--- src/rtl/gated_clk_burst_rx_pkg.sv ---
// Shared definitions for the gated-clock burst receiver: FSM encoding, defaults, edge latency.
// Optional GLITCH_FILTER_EN selects the filtered edge latency constant.
// Pure declarations, no logic.
package gcb_rx_pkg;

  // FSM state encoding; the enum documents the states, the localparams drive the RTL
  typedef enum logic [1:0] {
    IDLE  = 2'd0,
    COUNT = 2'd1,
    HOLD  = 2'd2
  } gcb_state_e;

  localparam logic [1:0] ST_IDLE  = 2'd0;
  localparam logic [1:0] ST_COUNT = 2'd1;
  localparam logic [1:0] ST_HOLD  = 2'd2;

  localparam int DEF_CNT_W       = 8;
  localparam int DEF_IDLE_CYCLES = 16;
  localparam int DEF_TMR_W       = 16;

  // cycles from first high sample of burst_in to the edge pulse
  localparam int EDGE_LAT_NOFILT = 3;
  localparam int EDGE_LAT_FILT   = 5;
`ifdef GLITCH_FILTER_EN
  localparam int EDGE_LAT = EDGE_LAT_FILT;
`else
  localparam int EDGE_LAT = EDGE_LAT_NOFILT;
`endif

  function automatic logic maj3(input logic a, input logic b, input logic c);
    return (a & b) | (a & c) | (b & c);
  endfunction

endpackage

--- src/rtl/gated_clk_burst_rx_sync_edge_det.sv ---
// Synchronizes the async burst pin and emits a one-cycle pulse per rising edge.
// Latency 3 clk (5 clk with GLITCH_FILTER_EN majority filter).
// No backpressure; free-running every cycle.
module sync_edge_det
  import gcb_rx_pkg::*;
(
  input  logic clk,
  input  logic rst,
  input  logic din,
  output logic edge_pulse
);

  logic r_s1;
  logic r_s2;
  logic r_edge;

`ifdef GLITCH_FILTER_EN
  logic r_s3;
  logic r_s4;
  logic r_lvl;
  logic r_lvl_d;
  logic w_maj;

  // majority of the last three synchronized samples rejects 1-cycle glitches
  assign w_maj = maj3(r_s2, r_s3, r_s4);

  // synchronizer, sample history, filtered level and registered rising-edge detect
  always_ff @(posedge clk) begin
    if (rst) begin
      r_s1    <= 1'b0;
      r_s2    <= 1'b0;
      r_s3    <= 1'b0;
      r_s4    <= 1'b0;
      r_lvl   <= 1'b0;
      r_lvl_d <= 1'b0;
      r_edge  <= 1'b0;
    end else begin
      r_s1    <= din;
      r_s2    <= r_s1;
      r_s3    <= r_s2;
      r_s4    <= r_s3;
      r_lvl   <= w_maj;
      r_lvl_d <= r_lvl;
      r_edge  <= r_lvl & ~r_lvl_d;
    end
  end
`else
  logic r_s3;

  // two-flop synchronizer followed by a registered rising-edge detect
  always_ff @(posedge clk) begin
    if (rst) begin
      r_s1   <= 1'b0;
      r_s2   <= 1'b0;
      r_s3   <= 1'b0;
      r_edge <= 1'b0;
    end else begin
      r_s1   <= din;
      r_s2   <= r_s1;
      r_s3   <= r_s2;
      r_edge <= r_s2 & ~r_s3;
    end
  end
`endif

  assign edge_pulse = r_edge;

endmodule

--- src/rtl/gated_clk_burst_rx.sv ---
// Counts rising edges per burst on a gated-clock pin; a burst ends after IDLE_CYCLES quiet cycles.
// Result appears IDLE_CYCLES cycles after the last edge pulse (edge pulse is 3 clk, or 5 with GLITCH_FILTER_EN, after the pin).
// Result held on out_valid/out_count until out_ready; edges arriving while held set overrun and are dropped.
module gated_clk_burst_rx
  import gcb_rx_pkg::*;
#(
  parameter int CNT_W       = DEF_CNT_W,
  parameter int IDLE_CYCLES = DEF_IDLE_CYCLES,
  parameter int TMR_W       = DEF_TMR_W
) (
  input  logic             clk,
  input  logic             rst,
  input  logic             burst_in,
  input  logic             out_ready,
  input  logic             clr_ovr,
  output logic             out_valid,
  output logic [CNT_W-1:0] out_count,
  output logic             overrun,
  output logic             saturated
);

  localparam logic [CNT_W-1:0] CNT_MAX = '1;
  localparam logic [TMR_W-1:0] TMR_END = TMR_W'(IDLE_CYCLES - 1);

  logic [1:0]       r_state;
  logic [CNT_W-1:0] r_cnt;
  logic [TMR_W-1:0] r_timer;
  logic             r_out_valid;
  logic [CNT_W-1:0] r_out_count;
  logic             r_overrun;
  logic             r_saturated;

  logic w_edge;
  logic w_ovr_set;
  logic w_sat_set;

  sync_edge_det u_sync_edge_det (
    .clk        (clk),
    .rst        (rst),
    .din        (burst_in),
    .edge_pulse (w_edge)
  );

  // an edge while a result waits (and is not taken this cycle) is an overrun
  assign w_ovr_set = (r_state == ST_HOLD) & w_edge & ~out_ready;
  // an edge arriving when the count is already full saturates
  assign w_sat_set = (r_state == ST_COUNT) & w_edge & (r_cnt == CNT_MAX);

  // burst FSM: counter, idle timer and the held result
  always_ff @(posedge clk) begin
    if (rst) begin
      r_state     <= ST_IDLE;
      r_cnt       <= '0;
      r_timer     <= '0;
      r_out_valid <= 1'b0;
      r_out_count <= '0;
    end else begin
      case (r_state)
        ST_IDLE: begin
          if (w_edge) begin
            r_state <= ST_COUNT;
            r_cnt   <= CNT_W'(1);
            r_timer <= '0;
          end
        end
        ST_COUNT: begin
          if (w_edge) begin
            if (r_cnt != CNT_MAX) r_cnt <= r_cnt + CNT_W'(1);
            r_timer <= '0;
          end else if (r_timer == TMR_END) begin
            r_state     <= ST_HOLD;
            r_out_valid <= 1'b1;
            r_out_count <= r_cnt;
          end else begin
            r_timer <= r_timer + TMR_W'(1);
          end
        end
        ST_HOLD: begin
          // edges without a handshake are discarded; a handshake edge starts the next burst
          if (out_ready) begin
            r_out_valid <= 1'b0;
            if (w_edge) begin
              r_state <= ST_COUNT;
              r_cnt   <= CNT_W'(1);
              r_timer <= '0;
            end else begin
              r_state <= ST_IDLE;
            end
          end
        end
        default: r_state <= ST_IDLE;
      endcase
    end
  end

  // sticky status flags; a set condition beats a simultaneous clear
  always_ff @(posedge clk) begin
    if (rst) begin
      r_overrun   <= 1'b0;
      r_saturated <= 1'b0;
    end else begin
      if (w_ovr_set)    r_overrun <= 1'b1;
      else if (clr_ovr) r_overrun <= 1'b0;
      if (w_sat_set)    r_saturated <= 1'b1;
      else if (clr_ovr) r_saturated <= 1'b0;
    end
  end

  assign out_valid = r_out_valid;
  assign out_count = r_out_count;
  assign overrun   = r_overrun;
  assign saturated = r_saturated;

endmodule

--- config.mk ---
export PLATFORM = sky130hd
export DESIGN_NAME = gated_clk_burst_rx
export DESIGN_NICKNAME = d
export VERILOG_FILES = /design/src/rtl/gated_clk_burst_rx_pkg.sv /design/src/rtl/gated_clk_burst_rx_sync_edge_det.sv /design/src/rtl/gated_clk_burst_rx.sv
export SDC_FILE = /design/constraint.sdc
export NUM_CORES = 1
export LEC_CHECK = 0
export CORE_ASPECT_RATIO = 1.5
export CORE_UTILIZATION = 59
export CTS_CLUSTER_DIAMETER = 200
export DETAILED_ROUTE_END_ITERATION = 10
export PLACE_DENSITY = 0.9
export REMOVE_ABC_BUFFERS = 1
export SLEW_MARGIN = 20
export SYNTH_ARGS = -nofsm -noshare
export SYNTH_HDL_FRONTEND = slang
export SYNTH_SLANG_ARGS = --single-unit
--- constraint.sdc ---
create_clock -name clk -period 4 [get_ports clk]
set_input_delay 0.6 -clock clk [delete_from_list [all_inputs] [get_ports clk]]
set_output_delay 0.6 -clock clk [all_outputs]
set_load 0.02 [all_outputs]
== Word-level counts from Yosys, hierarchy flattened ==
Cells that the tools add are included.

* Reductions and logical operators: 10
* Add/subtract/negate cells: 2
* Bitwise logic cells: 8
* Mux-type cells: 23
* Equality and inequality tests: 12

{| class="wikitable"
|+ Operator list
! cell !! count
|-
| $mux 16 || 4
|-
| $pmux 16 s3 || 1
|-
| $mux 8 || 4
|-
| $pmux 8 s3 || 1
|-
| $add 16x1->16 const B || 1
|-
| $eq 16x4->1 const B || 1
|-
| $reduce_and 4->1 || 3
|-
| $add 8x1->8 const B || 1
|-
| $eq 8x8->1 const B || 1
|-
| $mux 2 || 4
|-
| $ne 2x1->1 const B || 4
|-
| $ne 8x8->1 const B || 1
|-
| $mux 1 || 7
|-
| $pmux 2 s3 || 1
|-
| $reduce_and 3->1 || 2
|-
| $reduce_bool 2->1 || 3
|-
| $and 1x1->1 || 5
|-
| $ne 2x2->1 const B || 2
|-
| $ne 3x2->1 const B || 1
|-
| $not 1->1 || 3
|-
| $reduce_bool 3->1 || 1
|-
| $eq 2x1->1 const B || 1
|-
| $eq 2x2->1 const B || 1
|-
| $logic_not 2->1 || 1
|-
| $pmux 1 s2 || 1
|}

* Flip-flop bits (word level): 41
* Bits of input ports: 5
* Output and inout bits: 11
* Word-level logic and storage cells: 66

== Longest topological paths before layout ==
Gate-level depths: netlist (run 1).

* Word-level depth: 4
* Depth in mapped cells: 8

== Cells and area by module ==
Synthesis (run 1) repeated with hierarchy kept, for this count alone.

* Cells, all modules: 249
* Area total of the unflattened synthesis: 2093.3 um^2

{| class="wikitable"
|+ Modules (own cells, without submodules)
! module !! cells each !! area an instance (um^2) !! instances
|-
| gated_clk_burst_rx || 241 || 1981.9 || 1
|-
| sync_edge_det || 8 || 111.4 || 1
|}

== Worst setup path before layout (run 1) ==
No wires, ideal clock.

* Path type: register to register
* Start point: reg r_timer[14]
* End point: reg r_out_count[0], in the netlist out_count[0]
* Arrival: 2.117 ns
* Stages on the path, launching flop included: 8
* Clock period less this slack: 2.250 ns
* Setup time: 0.132 ns
* Setup slack: 1.750 ns
* Cell sequence: dfxtp_1 or4_1 or4_4 buf_6 or3_1 buf_2 nand2_1 a21oi_1

* Cells in the longest elaborated chain, start to end: 2

{| class="wikitable"
|+ Ends and longest elaborated chain
! what !! line !! source
|-
| start: declaration || gated_clk_burst_rx.sv:27 || <nowiki>logic [TMR_W-1:0] r_timer;</nowiki>
|-
| start signal: assignment || gated_clk_burst_rx.sv:75 || <nowiki>r_timer <= r_timer + TMR_W'(1);</nowiki>
|-
| $eq 16x4->1 || gated_clk_burst_rx.sv:70 || <nowiki>end else if (r_timer == TMR_END) begin</nowiki>
|-
| $reduce_and 3->1 (no source line) || -- ||
|-
| end signal: assignment || gated_clk_burst_rx.sv:73 || <nowiki>r_out_count <= r_cnt;</nowiki>
|-
| end: declaration || gated_clk_burst_rx.sv:29 || <nowiki>logic [CNT_W-1:0] r_out_count;</nowiki>
|}

Every way passes these cells.
A chain may end at the register's enable or synchronous reset.

== Worst setup path after layout (run 1) ==
* Start point: reg r_timer[10]
* End point: reg r_timer[11]

* Cells in the longest elaborated chain, start to end: 4

{| class="wikitable"
|+ Ends and longest elaborated chain
! what !! line !! source
|-
| $add 16x1->16 || gated_clk_burst_rx.sv:75 ||
|-
| $mux 16 || gated_clk_burst_rx.sv:70 ||
|-
| $mux 16 || gated_clk_burst_rx.sv:67 || <nowiki>if (w_edge) begin</nowiki>
|-
| $pmux 16 s3 || gated_clk_burst_rx.sv:58 || <nowiki>case (r_state)</nowiki>
|}

Several ways; a longest one is shown, not always the timed one. The select of a mux whose other input is x is not followed.

==> impl_metrics.toml, run 1 <==
[synthesis]
yosysSeqAreaShare_pct = 44.99
yosys_warnings = 0
ys_types = 43
ys_ff_latch = 41
netlist_area_um2 = 1824
ys.flop_type = "dfxtp_1"
syn_avg_cell_area_um2 = 8.485
synth_cells = 215
async_reset_ff_share_pct = 0
synth_edf_count = 0

[cells_and_area]
drive_above_1_share_pct = 6.438
fin_nets = 240
num-fill-cells = 238
final_common_cell = "dfxtp_1"
final_cell_mix = "41 x dfxtp_1, 32 x nand2_1, 20 x a21oi_1, 19 x nor2_1, 15 x clkdlybuf4s50_1"
diodes = 0
syn_to_final_growth_pct = 15.43

[critical_path]
slowest_stage = "or4_1"
critical_path_required_ps = 4210
crit_chain = "or4_1 -> or4_4 -> a221oi_4 -> o21ai_1 -> o21ai_0"
crit_fanout = 9
end_kind = "register"
criticalPathCategory = "register to register"
critPathArrivalTime_ps = 2680
crit_path_start_kind = "register"
cp_slowest_stage_delay_ps = 620

[drt]
viasPerCell = 6.059
wl_per_cell_um = 14.64
drt_iter0_markers = 35
num_vias = 1648
drc_errors = 0
wirelength_mm = 3.982
drtPass1Iterations = 4
antenna_left = 0

[timing]
tns_ps = 0
fmax_mhz = 404.8
finalCriticalPeriod_ps = 2470
min_period_over_period_pct = 61.76
hold_ws_ps = 402.3
final-setup-viol-count = 0
maxSlewHeadroom_pct = 45.14
rsz0062_at_grt = "false"
final-hold-violation-count = 0
max_slew.worst_pin.slew_ps = 815.4
finClkSkew_ps = 2.945
slew_viol_final = 0

[grt]
grt_first_pass_wirelength_mm = 6.734
grt-ovfl-total = 0
grt_pass1_vias = 1581
grt_max_degree = 23
antenna_found_initial = 0
grt.total_usage_pct = 28.27

[floorplan]
io_pins = 16
fp.coreArea_um2 = 2913
die-area_um2 = 3323
rows = 24
die_h_um = 70.10
initial_core_util_pct = 62.63
die_w_um = 47.40

[placed_design]
place_congestion = 0.8326
dp_hpwl_mm = 2.844
io_buffer_count = 15

[clocking]
cts_htree_levels = 2
ctsHoldBuffers = 0
cts_buffers = 5
cts_tree = "built"
clock_path_buffers = 2
clock_latency_ps = 290
cts_resized = 0
cts.clk_slew.worst_paths_ps = 70
post_cts.repair.setup_buffers = 0
clkSinkCount = 41
root_buffer = "clkbuf_8"

[flow_run]
max-cap-violations = 0

[run_status]
outcome = "finished clean"

[power_and_ir_drop]
ir_drop_mv = 0.3390
p_leak_nw = 0.7431
powerDensity_nw_per_um2 = 344.0

[hold_path]
worstHoldPathType = "register to register"
==> Yosys cell counts, types with 2 or more instances <==
cell	n	area (µm²)
nand2b_1	4	25.02
o21ai_1	5	25.02
xor2_1	5	43.79
and4_1	4	35.03
a21oi_1	20	100.1
and2_1	2	12.51
o21ai_0	8	40.04
clkbuf_1	4	15.01
nor3_1	2	10.01
inv_1	5	18.77
o31ai_1	2	15.01
dfxtp_1	41	820.8
nor2_1	19	71.32
and3_1	4	25.02
nand2_1	32	120.1
a31oi_1	8	50.05
nor2b_1	6	37.54
or4_1	3	22.52
nand3_1	9	45.04
nor4_1	2	12.51
nand4_1	5	31.28
ha_1	2	25.02
or3_1	3	18.77
==> final timing paths <==
check                           slack [ps]                 start                         end  depth (start not counted)
worst max-delay path                  1530           r_timer[10]                 r_timer[11]                          5
worst min-delay path                   400  u_sync_edge_det.r_s3  u_sync_edge_det.edge_pulse                          1
worst max register to register        1530           r_timer[10]                 r_timer[11]                          5
worst min register to register         400  u_sync_edge_det.r_s3  u_sync_edge_det.edge_pulse                          1
==> metal layers <==
metal | share of wire, % | wire length (µm) | GRT usage (%)
met1 | 41 | 1638 | 29.67
met2 | 53 | 2097 | 46.42
met3 | 2.9 | 117 | 7.752
met4 | 3.2 | 128 | 17.46
met5 | 0 | 0 | 0
==> registers in the layout, summed over array words and instances (netlist names) <==
signal and cells:
u_sync_edge_det.r_s3 1, r_timer 16, r_cnt 8, out_valid 1, out_count 8, u_sync_edge_det.r_s2 1
u_sync_edge_det.r_s1 1, u_sync_edge_det.edge_pulse 1, r_state 2, saturated 1, overrun 1
==> power breakdown <==
| part | switching (mW) | total [mW] | internal [mW] |
|---|---|---|---|
| logic | 0.0222 | 0.0372 | 0.0149 |
| clock network | 0.133 | 0.270 | 0.137 |
| registers | 0.00462 | 0.417 | 0.412 |
| total | 0.160 | 0.724 | 0.564 |
==> critical path: cells and delay by family (launching register included) <==
family,cells,cell delay [ps]
compound gates,3,780
flops,1,370
simple gates,2,1230
==> metrics by stage <==
step           area, µm²  instances  setup slack (ps)  util, %  power, mW
2_1_floorplan       1789        208              1377        -     0.4467
3_3_place_gp        2003        264              1319    68.77     0.4613
3_5_place_dp        2014        264              1214    69.16     0.4632
4_1_cts             2101        271              1467    72.12     0.7303
5_1_grt             2106        272              1432    72.29     0.7507
6_report            2106        272              1530    72.29     0.7244
==> kinds of logic (layout without fill, tap and decap cells) <==
kind of cell	count (synthesis)	in the layout	synth area share (%)
fa+ha+maj	2	2	1.372
flops	41	41	44.99
buf+inv	12	30	2.949
compound gates	55	55	19.75
xor+xnor	6	6	2.881
simple gates	99	99	28.05
==> final cells by class <==
class	count	area (µm²)	area share [%]
flip-flops and latches	41	820.8	38.98
clock buffers	7	86.33	4.100
multi-input cells	162	960.9	45.63
repair buffers	18	170.2	8.081
inverters	5	18.77	0.8913
well taps	39	48.80	2.317
Power figures use the tool's default switching activity.
==> run 2: changes to the inputs <==
CORE_UTILIZATION = 51   (was 59)
PLACE_DENSITY = 0.84   (was 0.9)
clock period = 2.1 ns   (was 4 ns; I/O delays follow)
==> run 2 against run 1 <==
The flow now finishes with violations (setup timing). Clock-buffer cell count shrank 2. Critical path type unchanged. Power grew 98%. Largest power group unchanged. Fmax grew 12%. Non-clock buffer count grew 23. Clock power grew 100%. Register-to-register slack lost 1600 ps. Via count grew 7.8%. Final area grew 11%. Sequential power grew 90%. Sequential share of layout area shrank 3.8 points.
==> impl_metrics.toml, run 2 (synthesis gave the netlist of run 1 again) <==
[run_status]
outcome = "finished, violations left"
violations = "setup timing"

[clocking]
clock_latency_ps = 300
ctsHoldBuffers = 0
clkSinkCount = 41
cts.clk_slew.worst_paths_ps = 90
root_buffer = "clkbuf_8"
cts_buffers = 5
clock_path_buffers = 2
cts_tree = "built"
cts_htree_levels = 2

[cells_and_area]
stdcell_area_um2 = 2337
diodes = 0
layoutNonFillerInstCount = 299
multi_input_area_um2 = 988.4
largest_register = "r_timer"
drive_above_1_share_pct = 19.84
final_core_util_pct = 68.42
syn_to_final_growth_pct = 28.12
fin_nets = 263
seq_area_um2 = 822.0
final_common_cell = "dfxtp_1"
final_cell_mix = "40 x dfxtp_1, 32 x nand2_1, 24 x buf_4, 19 x nor2_1"
num-fill-cells = 263
largest_reg_flops = 16

[timing]
finClkSkew_ps = 9.274
min_period_over_period_pct = 104.9
slew_viol_final = 0
setup_ws_ps = -103.8
finalCriticalPeriod_ps = 2204
max_slew.worst_pin.slew_ps = 331.1
maxSlewHeadroom_pct = 77.68
final-hold-violation-count = 0
rsz0062_at_grt = "true"
final-setup-viol-count = 23
fmax_mhz = 453.8

[critical_path]
crit_chain = "or4_4 -> or4_4 -> buf_6 -> nor3_4 -> nand2_1 -> a21oi_2"
crit_path_start_kind = "register"
crit_fanout = 8
cp_slowest_stage_delay_ps = 600
critical_path_required_ps = 2340
slowest_stage = "or4_4"
criticalPathCategory = "register to register"
end_kind = "register"
critPathArrivalTime_ps = 2450
cp_common_cell = "or4_4"

[drt]
wirelength_mm = 4.527
viasPerCell = 5.943
drt_iter0_markers = 81
drtPass1Iterations = 5
antenna_left = 0
drc_errors = 0
num_vias = 1777
wl_per_cell_um = 15.14

[floorplan]
fp.coreArea_um2 = 3416
die-area_um2 = 3825
die_w_um = 50.83
io_pins = 16
die_h_um = 75.25
rows = 26
initial_core_util_pct = 53.41

[power_and_ir_drop]
p_leak_nw = 0.8695
power.total_mw = 1.431
ir_drop_mv = 0.5845
powerDensity_nw_per_um2 = 612.3

[placed_design]
dp_hpwl_mm = 3.152
place_congestion = 0.8435
io_buffer_count = 15
detailed_place.area_um2 = 2192
dp_cells = 290

[flow_run]
max-cap-violations = 0

[grt]
antenna_found_initial = 0
grt_pass1_vias = 1728
grt-ovfl-total = 0
grt.total_usage_pct = 26.88
grt_first_pass_wirelength_mm = 7.514
grt_max_degree = 22

[hold_path]
worstHoldPathType = "register to register"
[run 2: cell types whose count changed in the layout (fill, tap and decap cells not counted), moves of 2 or more]
cell,delta
or4_4,+2
buf_4,+22
or4_1,-2
a21oi_2,+5
a21oi_1,-5
[run 2: stage by stage]
step	setup slack, ps	TNS [ps]	hold WS (ps)
after detailed placement	-151.3	-2366	387.4
after global placement	-106.3	-1548	371.7
after floorplan	-372.6	-3931	367.4
after CTS	-134.9	-1487	399.9
after global routing	-153.3	-2509	408.9
final	-103.8	-1189	395.6
[run 2: worst max-delay path: cells and delay by family (launching register included)]
kind	cells	cell delay (ps)
DFF	1	320
buffers and inverters	1	150
AOI/OAI and AO/OA	1	140
and+or+nand+nor	4	1520
[run 2: layout make-up]
class / instances / share of cell area [%]
clock inverters: 3 / 1.071
repair buffers: 41 / 15.47
flip-flops and latches: 41 / 35.17
well taps: 42 / 2.248
multi-input cells: 162 / 42.29
inverters: 5 / 0.8030
clock buffers: 5 / 2.944
[run 2: per-layer routing]
layer | wire length (µm) | vias to the layer above | GRT usage (%)
li1 | - | 857 | -
met2 | 2442 | 65 | 50.07
met5 | 0 | - | 0
met3 | 228 | 16 | 6.667
met4 | 151 | 0 | 13.89
met1 | 1704 | 839 | 27.51
[run 2: final timing paths]
check | from | end | slack [ps] | cells after the start
max | r_timer[14] | out_count[2] | -100 | 6
min | u_sync_edge_det.r_s3 | u_sync_edge_det.edge_pulse | 400 | 1
max reg2reg | r_timer[14] | out_count[2] | -100 | 6
min reg2reg | u_sync_edge_det.r_s3 | u_sync_edge_det.edge_pulse | 400 | 1
[run 2: report_power, final]
group	switching (mW)	internal [mW]	leakage [nW]	total (mW)
Combinational	0.0499	0.0473	0.493	0.0972
Sequential	0.00692	0.785	0.332	0.792
Clock	0.302	0.240	0.0447	0.542
Total	0.359	1.07	0.870	1.43
[run 2: what timing repair did]
action | in CTS | in global routing
pin swaps | 20 | 12
setup buffers | 1 | 0
endpoints found under the setup margin | 27 | 27
resized for setup | 6 | 6
